### src/rtl/vid_timing_pkg.sv
// 1080p60 timing constants, derived window edges and fetch FSM encoding.
// Shared by the sync decoder and the line-fetch controller.
package vid_timing_pkg;

    localparam int SYNC_H   = 44;
    localparam int BP_H     = 148;
    localparam int ACTIVE_H = 1920;
    localparam int TOTAL_H  = 2200;
    localparam int SYNC_V   = 5;
    localparam int BP_V     = 36;
    localparam int ACTIVE_V = 1080;
    localparam int TOTAL_V  = 1125;

    localparam int BURST_LEN   = 64;
    localparam int ADDR_W      = 24;
    localparam int LINE_STRIDE = 1920;

    localparam int H_ACT           = SYNC_H + BP_H;
    localparam int V_ACT           = SYNC_V + BP_V;
    localparam int BURSTS_PER_LINE = ACTIVE_H / BURST_LEN;
    localparam int BCNT_W          = $clog2(BURSTS_PER_LINE);

    localparam logic [ADDR_W-1:0] STRIDE_A = ADDR_W'(LINE_STRIDE);
    localparam logic [ADDR_W-1:0] BURST_A  = ADDR_W'(BURST_LEN);

    typedef logic [1:0] fetch_state_t;
    localparam fetch_state_t ST_IDLE = 2'd0;
    localparam fetch_state_t ST_REQ  = 2'd1;
    localparam fetch_state_t ST_NEXT = 2'd2;

endpackage

### src/rtl/vid_sync_gen.sv
// Registered hsync/vsync/de decode from the free-running h/v counters.
// Latency: 1 clk after hcnt/vcnt. Backpressure: none, runs every cycle.
module vid_sync_gen
    import vid_timing_pkg::*;
(
    input  logic        clk,
    input  logic        reset,
    input  logic [11:0] hcnt,
    input  logic [10:0] vcnt,
    output logic        hsync,
    output logic        vsync,
    output logic        de
);

    localparam logic [11:0] H_SYNC_END = 12'(SYNC_H);
    localparam logic [11:0] H_DE_BEG   = 12'(H_ACT);
    localparam logic [11:0] H_DE_END   = 12'(H_ACT + ACTIVE_H);
    localparam logic [10:0] V_SYNC_END = 11'(SYNC_V);
    localparam logic [10:0] V_DE_BEG   = 11'(V_ACT);
    localparam logic [10:0] V_DE_END   = 11'(V_ACT + ACTIVE_V);

    logic hsync_q, hsync_d;
    logic vsync_q, vsync_d;
    logic de_q, de_d;

    always_comb begin
        hsync_d = (hcnt < H_SYNC_END);
        vsync_d = (vcnt < V_SYNC_END);
        de_d    = (hcnt >= H_DE_BEG) && (hcnt < H_DE_END) &&
                  (vcnt >= V_DE_BEG) && (vcnt < V_DE_END);
    end

    always_ff @(posedge clk or negedge reset) begin
        if (!reset) begin
            hsync_q <= 1'b0;
            vsync_q <= 1'b0;
            de_q    <= 1'b0;
        end else begin
            hsync_q <= hsync_d;
            vsync_q <= vsync_d;
            de_q    <= de_d;
        end
    end

    assign hsync = hsync_q;
    assign vsync = vsync_q;
    assign de    = de_q;

endmodule

### src/rtl/vid_fetch_ctrl.sv
// Video output controller: sync/de decode plus one-line-ahead burst fetch scheduling.
// Latency: sync/de 1 clk after counters; first rd_req 1 clk after the line trigger.
// Backpressure: rd_req/rd_addr held until rd_ack; a fetch still running at the next trigger flags underflow.
module vid_fetch_ctrl
    import vid_timing_pkg::*;
(
    input  logic              clk,
    input  logic              reset,
    input  logic [11:0]       hcnt,
    input  logic [10:0]       vcnt,
    input  logic              enable,
    input  logic [ADDR_W-1:0] base_addr,
    input  logic              clr_underflow,
    output logic              rd_req,
    output logic [ADDR_W-1:0] rd_addr,
    input  logic              rd_ack,
    output logic              hsync,
    output logic              vsync,
    output logic              de,
    output logic              fetch_busy,
    output logic              underflow
);

    localparam logic [11:0]       H_LAST       = 12'(TOTAL_H - 1);
    localparam logic [10:0]       V_LAST       = 11'(TOTAL_V - 1);
    localparam logic [10:0]       V_TRIG_FIRST = 11'(V_ACT - 1);
    localparam logic [10:0]       V_TRIG_LAST  = 11'(V_ACT + ACTIVE_V - 2);
    localparam logic [BCNT_W-1:0] BCNT_LAST    = BCNT_W'(BURSTS_PER_LINE - 1);

    fetch_state_t      state_q, state_d;
    logic [ADDR_W-1:0] line_ptr_q, line_ptr_d;
    logic [ADDR_W-1:0] burst_addr_q, burst_addr_d;
    logic [BCNT_W-1:0] bcnt_q, bcnt_d;
    logic              pend_q, pend_d;
    logic              underflow_q, underflow_d;

    logic              line_trig;
    logic              frame_wrap;
    logic              uf_set;
    logic              start_line;
    logic [ADDR_W-1:0] start_addr;

    vid_sync_gen u_sync (
        .clk   (clk),
        .reset (reset),
        .hcnt  (hcnt),
        .vcnt  (vcnt),
        .hsync (hsync),
        .vsync (vsync),
        .de    (de)
    );

    // Trigger on the line before each active line so the fetch has a full line of lead.
    assign line_trig  = (hcnt == '0) && (vcnt >= V_TRIG_FIRST) && (vcnt <= V_TRIG_LAST);
    assign frame_wrap = (hcnt == H_LAST) && (vcnt == V_LAST);

    always_comb begin
        state_d      = state_q;
        line_ptr_d   = line_ptr_q;
        burst_addr_d = burst_addr_q;
        bcnt_d       = bcnt_q;
        pend_d       = pend_q;
        uf_set       = 1'b0;
        start_line   = 1'b0;
        start_addr   = line_ptr_q;

        // line_ptr advances on every trigger, fetched or not, so addresses track the raster.
        if (frame_wrap) begin
            line_ptr_d = base_addr;
        end else if (line_trig) begin
            line_ptr_d = line_ptr_q + STRIDE_A;
        end

        case (state_q)
            ST_REQ: begin
                if (line_trig && enable) begin
                    uf_set = 1'b1;
                    if (rd_ack) begin
                        start_line = 1'b1;
                    end else begin
                        pend_d = 1'b1;
                    end
                end else if (rd_ack) begin
                    if (!enable) begin
                        state_d = ST_IDLE;
                        pend_d  = 1'b0;
                    end else if (pend_q) begin
                        // line_ptr already stepped past the pending line at its trigger.
                        start_line = 1'b1;
                        start_addr = line_ptr_q - STRIDE_A;
                    end else begin
                        state_d = ST_NEXT;
                    end
                end
            end
            ST_NEXT: begin
                burst_addr_d = burst_addr_q + BURST_A;
                bcnt_d       = bcnt_q + 1'b1;
                if (line_trig && enable) begin
                    uf_set     = 1'b1;
                    start_line = 1'b1;
                end else if (!enable || (bcnt_q == BCNT_LAST)) begin
                    state_d = ST_IDLE;
                end else begin
                    state_d = ST_REQ;
                end
            end
            default: begin
                state_d = ST_IDLE;
                if (line_trig && enable) begin
                    start_line = 1'b1;
                end
            end
        endcase

        if (start_line) begin
            burst_addr_d = start_addr;
            bcnt_d       = '0;
            pend_d       = 1'b0;
            state_d      = ST_REQ;
        end

        if (uf_set) begin
            underflow_d = 1'b1;
        end else if (clr_underflow) begin
            underflow_d = 1'b0;
        end else begin
            underflow_d = underflow_q;
        end
    end

    always_ff @(posedge clk or negedge reset) begin
        if (!reset) begin
            state_q      <= ST_IDLE;
            line_ptr_q   <= '0;
            burst_addr_q <= '0;
            bcnt_q       <= '0;
            pend_q       <= 1'b0;
            underflow_q  <= 1'b0;
        end else begin
            state_q      <= state_d;
            line_ptr_q   <= line_ptr_d;
            burst_addr_q <= burst_addr_d;
            bcnt_q       <= bcnt_d;
            pend_q       <= pend_d;
            underflow_q  <= underflow_d;
        end
    end

    assign rd_req     = (state_q == ST_REQ);
    assign rd_addr    = burst_addr_q;
    assign fetch_busy = (state_q != ST_IDLE) || pend_q;
    assign underflow  = underflow_q;

endmodule
### config.mk
export PLATFORM = sky130hd
export DESIGN_NAME = vid_fetch_ctrl
export DESIGN_NICKNAME = d
export VERILOG_FILES = /design/src/rtl/vid_timing_pkg.sv /design/src/rtl/vid_sync_gen.sv /design/src/rtl/vid_fetch_ctrl.sv
export SDC_FILE = /design/constraint.sdc
export NUM_CORES = 1
export LEC_CHECK = 0
export ABC_AREA = 1
export BUFFER_PORTS_ARGS = -buffer_cell sky130_fd_sc_hd__buf_2
export CORE_MARGIN = 2
export CORE_UTILIZATION = 57
export CTS_CLUSTER_DIAMETER = 120
export DETAILED_ROUTE_END_ITERATION = 8
export GPL_ROUTABILITY_DRIVEN = 0
export GPL_TIMING_DRIVEN = 0
export PLACE_DENSITY = 0.83
export SLEW_MARGIN = 20
export SYNTH_ARGS = -nofsm -noshare
export SYNTH_HDL_FRONTEND = slang
export SYNTH_SLANG_ARGS = --single-unit
export TNS_END_PERCENT = 30
### constraint.sdc
create_clock -name clk -period 2.1 [get_ports clk]
set_input_delay 0.315 -clock clk [delete_from_list [all_inputs] [get_ports clk]]
set_output_delay 0.315 -clock clk [all_outputs]
set_load 0.02 [all_outputs]
* After elaboration in Yosys (flattened, before gate mapping)
Cells that the tools add are included.
** Cells by class
- Add/sub/neg operators :: 4
- Equal/unequal tests :: 11
- Mux-type cells :: 35
- Order comparisons :: 8
- Reductions and logical operators :: 20
** Operators with widths (number)
- two-way mux 24 bit :: 9
- adder 24 x 11 -> 24 bit, second input constant :: 1
- adder 24 x 7 -> 24 bit, second input constant :: 1
- subtractor 24 x 11 -> 24 bit, second input constant :: 1
- >= comparator 11 x 6 -> 1 bit, second input constant :: 2
- two-way mux 1 bit :: 17
- == test 12 bit, second input constant :: 1
- >= comparator 12 x 8 -> 1 bit, second input constant :: 1
- zero test 12 bit :: 1
- less-than comparator 12 bit, second input constant :: 1
- less-than comparator 12 x 6 -> 1 bit, second input constant :: 1
- two-way mux 2 bit :: 6
- == test 11 bit, second input constant :: 1
- less-or-equal comparator 11 bit, second input constant :: 1
- less-than comparator 11 bit, second input constant :: 1
- less-than comparator 11 x 3 -> 1 bit, second input constant :: 1
- two-way mux 5 bit :: 2
- nonzero test 2 bit :: 5
- != test 3 bit, second input constant :: 3
- AND reduction 4 bit :: 2
- logical AND 1 bit :: 7
- != test 3 x 1 -> 1 bit, second input constant :: 2
- adder 5 x 1 -> 5 bit, second input constant :: 1
- == test 5 bit, second input constant :: 1
- 8 further kinds :: 9
** Word-level totals
- Word-level logic and storage cells :: 87
- Output and inout bits :: 30
- Register bits after elaboration :: 60
- Input port bits :: 52

* Logic depth before layout (Yosys ltp)
Gate-level depths: netlist (run 1).
- Depth in word-level cells :: 8
- Depth in mapped cells :: 14
- Gate-level depth less buffers :: 13

* By module
A second synthesis (run 1) with hierarchy kept.
** Second synthesis, totals
- Cell total of the unflattened synthesis :: 683
- Area total of the unflattened synthesis :: 4501.8 um2
** Modules (own cells, without submodules)
- vid_fetch_ctrl :: times used 1, area each 4216.5 um2, cells an instance 632, seq. area each 1426.4 um2
- vid_sync_gen :: times used 1, area each 285.3 um2, cells an instance 51, seq. area each 75.1 um2

* Least setup slack after synthesis (run 1)
No wires, ideal clock.
- Path type :: reg-to-reg
- Start point :: register state_q[1]
- End point :: register burst_addr_q[16] (netlist: rd_addr[16])
- Clock period less this slack :: 1917 ps
- Setup time :: 117 ps
- Cell stages (with the launch flop) :: 12
- Arrival :: 1801 ps
- Path buffers :: 0
- Slack :: 183 ps
- Data required time :: 1983 ps
- Cell sequence :: dfrtp_1 > inv_1 > ha_1 > inv_1 > nor3_1 > nand2_1 > nor2_1 > nand2_1 > xor2_1 > nand2_1 > nand2_1 > nand2_1
** Between the ends
- Longest elaborated chain between the ends :: 3
- Elaborated cells between the ends (all ways) :: 6
- Classes of those cells :: 2 x eq/ne; 3 x mux; 1 x reduce/logical
** Ends and longest elaborated chain
- start, declared :: RTL line vid_fetch_ctrl.sv:30 : fetch_state_t state_q, state_d;
- start signal, assigned :: RTL line vid_fetch_ctrl.sv:141 : state_q <= state_d;
- == test 2 x 1 -> 1 bit (*)
- via rd_req :: RTL line vid_fetch_ctrl.sv:14 : output logic rd_req,
- two-way mux 24 bit or two-way mux 1 bit (tied branches)
- two-way mux 24 bit or nonzero test 2 bit (tied branches)
- end signal, assigned :: RTL line vid_fetch_ctrl.sv:143 : burst_addr_q <= burst_addr_d;
- end, declared :: RTL line vid_fetch_ctrl.sv:32 : logic [ADDR_W-1:0] burst_addr_q, burst_addr_d;
The timed path passes the listed nets; every way through them passes the cells marked *.
A chain may end at the register's enable or synchronous reset.

* Worst setup path in the final report (run 1)
- Start point :: register state_q[1]
- End point :: register burst_addr_q[16] (netlist: rd_addr[16])
** Between the ends
- Longest elaborated chain between the ends :: 3
- Elaborated cells between the ends (all ways) :: 6
- Classes of those cells :: 2 x eq/ne; 3 x mux; 1 x reduce/logical
** Ends and longest elaborated chain
- == test 2 x 1 -> 1 bit :: RTL line vid_fetch_ctrl.sv:74 : case (state_q)
- two-way mux 24 bit or two-way mux 1 bit (tied branches)
- two-way mux 24 bit or nonzero test 2 bit (tied branches)
Several ways; a longest one is shown, not always the timed one.

==> metrics.md, run 1 <==
| Metric | Value |
|---|---|
| IO Pins | `82` |
| Ant diodes | `0` |
| Critical Path RT | `2.35 ns` |
| Sequential fraction of the synthesis area | `34.09%` |
| DR WL/cell | `14.40 microns` |
| RSZ-0062 raised after global routing | `false` |
| Tmin final | `1.975 ns` |
| Root Driver | `clkbuf_8` |
| Period utilisation layout | `94.05%` |
| Setup Skew | `0.01452 ns` |
| All-Layer GR Usage | `29.71%` |
| Status | `finished clean` |
| Crit start category | `flop` |
| First DRT Iteration DRCs | `519` |
| Async set or reset register ratio after synthesis | `100.0%` |
| Setup violations, final | `0` |
| Post-placement setup slack | `-0.1224 ns` |
| Setup TNS | `0 ns` |
| Global route overflow | `0` |
| DIE WIDTH | `91.90 microns` |
| Syn Inst Count | `650` |
| Max Cap Violations | `0` |
| Max Fanout on Critical Path | `8` |
| Post-route ant nets | `0` |
| Clock Sinks | `60` |
| Synth Register Bits | `60` |
| Die area | `8446 sq um` |
| CTS buffer count | `9` |
| Power per Cell Area | `889.9 nW/um^2` |
| Via count | `4788` |
| Syn_area_per_cell | `6.776 sq um` |
| Largest net degree at the start of global routing | `61` |
| Placed cells | `832` |
| Post-route insts no fill | `850` |
| Area growth syn-to-layout | `17.13%` |
| Commonest cells after routing, fill and taps aside | `nand2_1 (180), buf_2 (87), nor2_1 (85)` |
| Initial antenna violation count | `0` |
| Worst skew pair latency | `0.36 ns` |
| Synthesized cell area | `4404 sq um` |
| Hold Crit Class | `input pin to asynchronous set/reset pin` |
| Most common cell after layout, fill and taps aside | `nand2_1` |
| Final nets | `803` |
| Slew HR | `47.00%` |
| Final WL | `12240 microns` |
| Data arrival, critical path | `2.22 ns` |
| Final Hold Fails | `0` |
| Clock Pin Slew Worst Setup and Hold Paths | `0.08 ns` |
| H-Tree Depth | `3` |
| Port buffer count | `80` |
| Post-DP HPWL | `9144 microns` |
| Core area | `7607 sq um` |
| LEAKAGE | `0.002565 uW` |
| Synthesis Warnings | `0` |
| Iteration count of the initial detailed-routing pass | `6` |
| Crit path kind | `flop to flop` |
| Post-CTS Hold Buffers | `0` |
| Starting Density | `57.89%` |
| CTS tree | `yes` |
| CTS Buffer Depth | `2` |
| First-pass GRT wire length | `20100 microns` |
| Reg-to-Reg Start | `state_q[1]` |
| Distinct cells, synth | `48` |
| # DRC | `0` |
| Layout cell share with drive strength beyond 1 | `19.65%` |
| Fmax | `506.3 MHz` |
| Worst VDD drop | `0.4255 mV` |
| Least-Margin Pin Slew | `0.7950 ns` |
| Row count | `32` |
| Synth Flop Type | `dfrtp_1` |
| Final core occ | `67.81%` |
| Overall Power | `4591 uW` |
| Syn nets | `710` |
| Crit path launch | `state_q[1]` |
| Number of synthesized flops with an enable pin | `0` |
| CP endpoint kind | `flop` |
| Max Transition Viols Final | `0` |
| Number of global-route vias before repair | `4497` |
| Die Y | `91.90 microns` |
| Final worst setup slack | `0.1250 ns` |
| Via-to-Cell Ratio | `5.633` |
==> kinds of logic (layout without fill, tap and decap cells) <==
logic type | after synthesis | count (layout) | synth area share [%]
AND/OR/NAND/NOR | 401 | 401 | 40.80
buffers and inverters | 90 | 188 | 9.119
AO/OA/AOI/OAI | 67 | 67 | 8.949
flip-flops | 60 | 60 | 34.09
XOR/XNOR | 24 | 24 | 4.773
adder cells (fa/ha/maj) | 8 | 8 | 2.273
==> cell type report <==
class	count	area, sq um
multi-input combinational	500	2527
buffer	17	125.1
tap	102	127.6
fill	675	2449
inverter	72	276.5
clock inverter	7	51.30
timing repair buffer	83	425.4
clock buffer	9	123.9
sequential	60	1501
==> metrics by stage <==
stage / cell area (sq um) / hold WS, ns
final: 5159 / 0.01201
after global routing: 5159 / 0.1047
after CTS: 5117 / 0.06719
after detailed placement: 4935 / 0.4475
after global placement: 4932 / 0.4590
after floorplan: 4404 / 0.01941
==> report_power, final <==
| group | switching [uW] | total (uW) | internal, uW |
|---|---|---|---|
| Sequential | 287 | 1660 | 1380 |
| Combinational | 1240 | 1970 | 732 |
| Clock | 528 | 958 | 431 |
==> worst paths after layout <==
check / endpoint / slack, ns / cells after the start
min in group clk: underflow / 0.15 / 2
max in group asynchronous: rd_addr[14] / 1.53 / 1
worst min-delay path: rd_addr[20] / 0.01 / 1
worst max-delay path: rd_addr[16] / 0.12 / 11
worst max register to register: rd_addr[16] / 0.12 / 11
worst min register to register: rd_addr[3] / 0.48 / 2
==> registers in the layout (all words and copies together), names as in the netlist <==
register	count
bcnt_q	5
line_ptr_q	24
pend_q	1
rd_addr	24
state_q	2
u_sync.de	1
u_sync.hsync	1
u_sync.vsync	1
underflow	1
==> synth_stat cells, types with 2 or more instances <==
cell type  count  area (sq um)
nand2_1      180         675.7
nor2_1        86         322.8
inv_1         68         255.2
nand3_1       64         320.3
dfrtp_1       60          1501
o21ai_0       34         170.2
nor3_1        22         110.1
xor2_1        18         157.7
nand4_1       16         100.1
buf_2          8         40.04
ha_1           8         100.1
nand2_2        7         43.79
nor2_2         7         43.79
a21oi_1        6         30.03
a31oi_1        6         37.54
xnor2_1        6         52.55
nor4_1         4         25.02
o211ai_1       4         30.03
o22ai_1        4         25.02
clkbuf_1       3         11.26
nand2_4        3         33.78
o21ai_1        3         15.01
a211oi_1       2         15.01
buf_4          2         15.01
buf_6          2         22.52
inv_2          2         7.510
nand3_2        2         20.02
nand3b_1       2         15.01
nor2_4         2         22.52
==> what timing repair did <==
| item | in CTS | in global routing |
|---|---|---|
| gates resized for setup | 2 | 4 |
| hold endpoints to repair | 0 | 0 |
| buffers inserted | 0 | 3 |
| setup endpoints to repair | 2 | 14 |
==> metal layers <==
layer  part of all wire (%)  vias to the layer above  GRT usage [%]  wire length, microns
li1                       -                     2303              -                     -
met1                     40                     2154          35.97                  4953
met2                     47                      283          51.53                  5791
met3                    9.0                       48          5.505                  1100
met4                    3.2                        0          13.18                   393
met5                      0                        -              0                     0
==> critical path, stage by stage, from the launching register on <==
cell        delay [ns]
dfrtp_1           0.40
inv_1             0.14
ha_4              0.22
clkinvlp_4        0.20
nor3_4            0.22
nand2_1           0.08
nor2_1            0.11
nand2_1           0.08
xor2_1            0.20
nand2_1           0.10
nand2_1           0.07
nand2_1           0.05
No activity file was read; power rests on OpenSTA's default activity.
==> run 2, diff against run 1 <==
Settings changed: CORE_UTILIZATION 57 to 58, CTS_BUF_LIST set to sky130_fd_sc_hd__clkbuf_8, PLACE_DENSITY 0.83 to 0.84.
==> run 2 against run 1 <==
  * Cell count is 0.47% lower
  * Cell area is 0.19% higher
  * First-iteration DRC count is 19% lower
  * Power is 2.5% higher
  * Register-to-register slack better by 0.05 ns
  * Sequential share of layout area hardly changed
  * Clock skew is 0.0044 ns higher
  * Via count is 1.7% higher
  * Critical path depth is 2 higher
  * Largest power group unchanged
  * Global-route usage is 0.24 points higher
==> metrics.md, run 2 (synthesis results as in run 1) <==
| Metric | Value |
|---|---|
| Status | `finished clean` |
| Critical Path RT | `2.36 ns (about the same)` |
| Most common cell after layout, fill and taps aside | `nand2_1` |
| First-pass GRT wire length | `20080 microns (about the same)` |
| Clock Pin Slew Worst Setup and Hold Paths | `0.09 ns (about the same)` |
| Global route overflow | `0 (unchanged)` |
| Tmin final | `1.923 ns (-0.05161 ns)` |
| Port buffer count | `80 (unchanged)` |
| IO Pins | `82 (unchanged)` |
| Post-route ant nets | `0 (unchanged)` |
| Data arrival, critical path | `2.18 ns (-0.04 ns)` |
| Least-Margin Pin Slew | `0.7968 ns (+0.001863 ns)` |
| NetSw | `2055 uW (+0.16%)` |
| Hold Crit Class | `input pin to asynchronous set/reset pin` |
| Fmax | `519.9 MHz (+2.7%)` |
| Max Fanout on Critical Path | `7 (-1)` |
| Row count | `31 (-3.1%)` |
| Crit start category | `flop` |
| Root Driver | `clkbuf_8` |
| Setup Skew | `0.01891 ns (+0.004397 ns)` |
| Die Y | `91.14 microns (-0.83%)` |
| Area growth syn-to-layout | `17.36%` |
| P_int | `2650 uW (+4.4%)` |
| First DRT Iteration DRCs | `420 (-19%)` |
| Starting Density | `60.40% (+2.5 points)` |
| Number of global-route vias before repair | `4525 (+0.62%)` |
| Slew HR | `46.88% (-0.12 points)` |
| LEAKAGE | `0.002581 uW (+0.59%)` |
| Setup violations, final | `0 (unchanged)` |
| Ant diodes | `0 (unchanged)` |
| Worst R2R Setup Slack | `0.18 ns (+0.05 ns)` |
| Crit path launch | `state_q[1]` |
| Initial antenna violation count | `0 (unchanged)` |
| Final nets | `802 (-0.12%)` |
| Worst VDD drop | `0.4938 mV (+16%)` |
| CTS buffer count | `9 (unchanged)` |
| Final worst setup slack | `0.1766 ns (+0.05161 ns)` |
| Final WL | `12120 microns (-0.97%)` |
| Post-DP HPWL | `8911 microns (-2.5%)` |
| # DRC | `0 (unchanged)` |
| Commonest cells after routing, fill and taps aside | `nand2_1 (180), buf_2 (87), nor2_1 (84)` |
| H-Tree Depth | `3 (unchanged)` |
| Via count | `4868 (+1.7%)` |
| All-Layer GR Usage | `29.95% (+0.24 points)` |
| Core area | `7292 sq um (-4.1%)` |
| Reg power frac | `35.2% (-1.0 points)` |
| Post-placement setup slack | `-0.006911 ns (+0.1155 ns)` |
| R2R cell count | `13 (+2)` |
| Largest net degree at the start of global routing | `61 (unchanged)` |
| Iteration count of the initial detailed-routing pass | `6 (unchanged)` |
| RSZ-0062 raised after global routing | `false` |
| Clock group share of total power | `23.3% (+2.4 points)` |
| Max Transition Viols Final | `0 (unchanged)` |
| Worst R2R End | `rd_addr[19]` |
| Die area | `8307 sq um (-1.6%)` |
| Clock Sinks | `60 (unchanged)` |
| Sw frac | `43.67% (-1.0 points)` |
| Max Cap Violations | `0 (unchanged)` |
| Final Hold Fails | `0 (unchanged)` |
| Crit path kind | `flop to flop` |
| Post-CTS Hold Buffers | `0 (unchanged)` |
| CP endpoint kind | `flop` |
| Setup TNS | `0 ns (unchanged)` |
| DIE WIDTH | `91.14 microns (-0.83%)` |
| CTS tree | `yes` |
| CTS Buffer Depth | `2 (unchanged)` |
| Power per Cell Area | `910.2 nW/um^2 (+2.3%)` |
| DR WL/cell | `14.33 microns (-0.50%)` |
| Worst skew pair latency | `0.37 ns (about the same)` |
| Reg-to-Reg Start | `state_q[1]` |
| Via-to-Cell Ratio | `5.754 (+2.2%)` |
| Layout cell share with drive strength beyond 1 | `19.81% (+0.16 points)` |
| Comb pwr share | `41.5% (-1.4 points)` |
| Period utilisation layout | `91.59% (-2.5 points)` |
## run 2: worst max-delay path: stages, from the launching register on
cell and delay, ns:
dfrtp_1 0.39, inv_1 0.14, ha_4 0.23, clkinvlp_4 0.18, nor3_1 0.17, nand2_1 0.07, nor3_1 0.25, nand2_1 0.09
nand2_1 0.06, nand2_1 0.05, nand2_1 0.06, nand2_1 0.05, nand2_1 0.05, nand2_1 0.04
## run 2: metal layers
layer,vias up,global-route usage (%),part of all wire (%)
li1,2299,-,-
met5,-,0,0
met3,51,3.817,8.0
met1,2265,38.64,41
met2,253,48.64,46
met4,0,16.92,4.1
## run 2: repair_timing
item	in CTS	in global routing
buffers inserted	0	2
pin swaps	0	0
gates resized for setup	1	6
setup endpoints to repair	1	11
## run 2: worst max path at each step
stage	to	slack, ns	depth (start not counted)
after floorplan	rd_addr[16]	0.18	11
after global placement	rd_addr[16]	-0.009	11
after detailed placement	rd_addr[16]	-0.007	11
after CTS	rd_addr[21]	0.05	13
after global routing	rd_addr[17]	0.01	9
final	rd_addr[19]	0.18	13
## run 2: power by group through the flow
stage	combinational [uW]	sequential [uW]	clock (uW)
floorplan	1110	1850	0
global route	2150	1700	1140
global placement	1840	1660	0
detailed placement	1890	1670	0
finish	1950	1660	1090
CTS	1900	1650	1090
## run 2: final cells by class
| cell class | instances | area [sq um] |
|---|---|---|
| plain buffers | 17 | 125.1 |
| clock buffers | 9 | 123.9 |
| clock inverters | 7 | 75.07 |
| fillers | 664 | 2123 |
| inverters | 72 | 276.5 |
| multi-input cells | 500 | 2524 |
| flip-flops and latches | 60 | 1503 |
| well taps | 99 | 123.9 |
| repair buffers | 82 | 417.9 |
## run 2: per-stage QoR
step,util [%],std cells,total power [uW],area (sq um),hold WS (ns)
2_1_floorplan,-,650,2957,4404,0.01941
6_report,70.88,846,4705,5169,0.01089
4_1_cts,70.42,845,4646,5135,0.06103
3_3_place_gp,67.59,829,3497,4928,0.4617
5_1_grt,70.88,846,4984,5169,0.1076
3_5_place_dp,67.62,829,3555,4931,0.4554
==> run 3, diff against run 2 <==
Settings changed: CORE_UTILIZATION 58 to 35, PLACE_DENSITY 0.84 to 0.56, RECOVER_POWER set to 50.
==> run 3 against run 2 <==
  * Setup slack got worse by 0.043 ns
  * Register-to-register slack got worse by 0.04 ns
  * Clock power is 11% lower
  * First-iteration DRC count is 41% lower
  * Combinational power about the same
  * Maximum frequency down 2.2%
  * Sequential cell count unchanged
  * Utilization is 28 points lower
  * Sequential power hardly changed
  * Worst hold slack better by 0.13 ns
  * Cell count increased by 8.4%
  * Largest cell class unchanged
  * Highest routed layer unchanged
==> metrics.md, run 3 (synthesis results as in run 1) <==
| Metric | Value |
|---|---|
| Post-DP HPWL | `10090 microns (+13%)` |
| Final WL | `12890 microns (+6.3%)` |
| Final nets | `804 (+0.25%)` |
| Root Driver | `clkbuf_8` |
| Status | `finished clean` |
| Post-route ant nets | `0 (unchanged)` |
| Crit path kind | `flop to flop` |
| CTS buffer count | `9 (unchanged)` |
| Number of global-route vias before repair | `4359 (-3.7%)` |
| Critical Path RT | `2.36 ns (about the same)` |
| GR Layer Usage met2 | `32.87% (-16 points)` |
| Via-to-Cell Ratio | `5.004 (-13%)` |
| CTS tree | `yes` |
| Worst skew pair latency | `0.36 ns (about the same)` |
| Setup violations, final | `0 (unchanged)` |
| Tmin final | `1.966 ns (+0.04259 ns)` |
| Post-layout instance area | `5240 sq um (+1.4%)` |
| Setup TNS | `0 ns (unchanged)` |
| Setup Skew | `0.01132 ns (-0.007589 ns)` |
| Worst VDD drop | `0.2708 mV (-45%)` |
| Die area | `13500 sq um (+62%)` |
| Power per Cell Area | `872.1 nW/um^2 (-4.2%)` |
| First DRT Iteration DRCs | `246 (-41%)` |
| M3 GR Usage | `3.217% (-0.60 points)` |
| Most common cell after layout, fill and taps aside | `nand2_1` |
| Ant diodes | `0 (unchanged)` |
| LEAKAGE | `0.002519 uW (-2.4%)` |
| CP endpoint kind | `flop` |
| Top Usage Layer GRT | `met2` |
| Max Transition Viols Final | `0 (unchanged)` |
| Core area | `12160 sq um (+67%)` |
| Starting Density | `36.21% (-24 points)` |
| Max Fanout on Critical Path | `6 (-1)` |
| CTS Buffer Depth | `2 (unchanged)` |
| Met1 usage | `26.12% (-13 points)` |
| Post-route insts no fill | `917 (+8.4%)` |
| Area growth syn-to-layout | `18.98%` |
| Commonest cells after routing, fill and taps aside | `nand2_1 (179), nor2_1 (86), buf_2 (75)` |
| Post-placement setup slack | `-0.1313 ns (-0.1244 ns)` |
| Crit start category | `flop` |
| All-Layer GR Usage | `19.73% (-10 points)` |
| Die Y | `116.2 microns (+27%)` |
| Fmax | `508.6 MHz (-2.2%)` |
| Data arrival, critical path | `2.22 ns (+0.04 ns)` |
| H-Tree Depth | `3 (unchanged)` |
| Via count | `4589 (-5.7%)` |
| Max Cap Violations | `0 (unchanged)` |
| Final Hold Fails | `0 (unchanged)` |
| Largest net degree at the start of global routing | `35 (-43%)` |
| Least-Margin Pin Slew | `0.7571 ns (-0.03977 ns)` |
| DIE WIDTH | `116.2 microns (+27%)` |
| IO Pins | `82 (unchanged)` |
| First-pass GRT wire length | `21020 microns (+4.7%)` |
| Initial antenna violation count | `0 (unchanged)` |
| Clock Sinks | `60 (unchanged)` |
| Layout cell share with drive strength beyond 1 | `18.02% (-1.8 points)` |
| RSZ-0062 raised after global routing | `false` |
| # DRC | `0 (unchanged)` |
| Overall Power | `4570 uW (-2.9%)` |
| Placed cells | `899 (+8.4%)` |
| Placed inst area | `5037 sq um (+2.2%)` |
| Period utilisation layout | `93.62% (+2.0 points)` |
| Slew HR | `49.53% (+2.7 points)` |
| Final worst setup slack | `0.1340 ns (-0.04259 ns)` |
| Clock Pin Slew Worst Setup and Hold Paths | `0.08 ns (about the same)` |
| DR WL/cell | `14.06 microns (-1.9%)` |
| Row count | `40 (+29%)` |
| Global route overflow | `0 (unchanged)` |
| Iteration count of the initial detailed-routing pass | `5 (-1)` |
| Hold Crit Class | `input pin to flop` |
| Port buffer count | `80 (unchanged)` |
run 3: changes by cell type in the layout (fill, tap and decap cells not counted), moves of 2 or more:
cell        change
buf_2          -12
clkinvlp_4      +2
clkbuf_1       +13
nor2_1          +2
nor2_2          -3
run 3: path summary, 6_finish.rpt:
kind	startpoint	end	slack, ns	depth (start not counted)
worst max-delay path	line_ptr_q[7]	rd_addr[21]	0.13	12
worst min-delay path	clr_underflow	underflow	0.14	2
worst max register to register	line_ptr_q[7]	rd_addr[21]	0.13	12
worst min register to register	rd_addr[1]	rd_addr[1]	0.48	2
max in group asynchronous	reset	state_q[0]	0.33	3
min in group asynchronous	reset	rd_addr[21]	0.55	2
run 3: stage by stage:
step	utilization, %	hold slack [ns]
after floorplan	-	0.01941
after global placement	41.23	0.4602
after detailed placement	41.42	0.2796
after CTS	42.98	0.1362
after global routing	43.09	0.1275
final	43.09	0.1425
run 3: report_power, final:
group | internal (uW) | total [uW] | switching (uW)
sequential | 1380 | 1660 | 287
combinational | 714 | 1940 | 1220
clock | 431 | 968 | 537
run 3: repair_timing:
item | in CTS | in global routing
buffers inserted | 0 | 2
endpoints found under the setup margin | 2 | 13
hold buffers | 1 | 0
resized for setup | 1 | 8
hold endpoints to repair | 26 | 0
run 3: layout make-up:
class / instances / area (sq um)
inverters: 72 / 276.5
clock inverters: 7 / 51.30
well taps: 168 / 210.2
multi-input cells: 500 / 2537
fillers: 1315 / 6922
clock buffers: 9 / 123.9
flip-flops and latches: 60 / 1501
repair buffers: 84 / 414.1
plain buffers: 17 / 125.1
run 3: critical path, stage by stage (launching register included):
cell	delay, ns
dfrtp_1	0.46
ha_1	0.25
nand3_1	0.15
nand4_1	0.13
or2_2	0.31
nor2_1	0.17
nand2_1	0.07
nand2_1	0.06
nand2_1	0.05
nand2_1	0.07
nand2_1	0.05
nand2_1	0.05
nand2_1	0.04
run 3: layer usage:
metal,vias to the layer above,part of all wire [%]
met5,-,0
met4,0,2.1
met3,20,5.1
met2,138,46
met1,2120,46
li1,2311,-
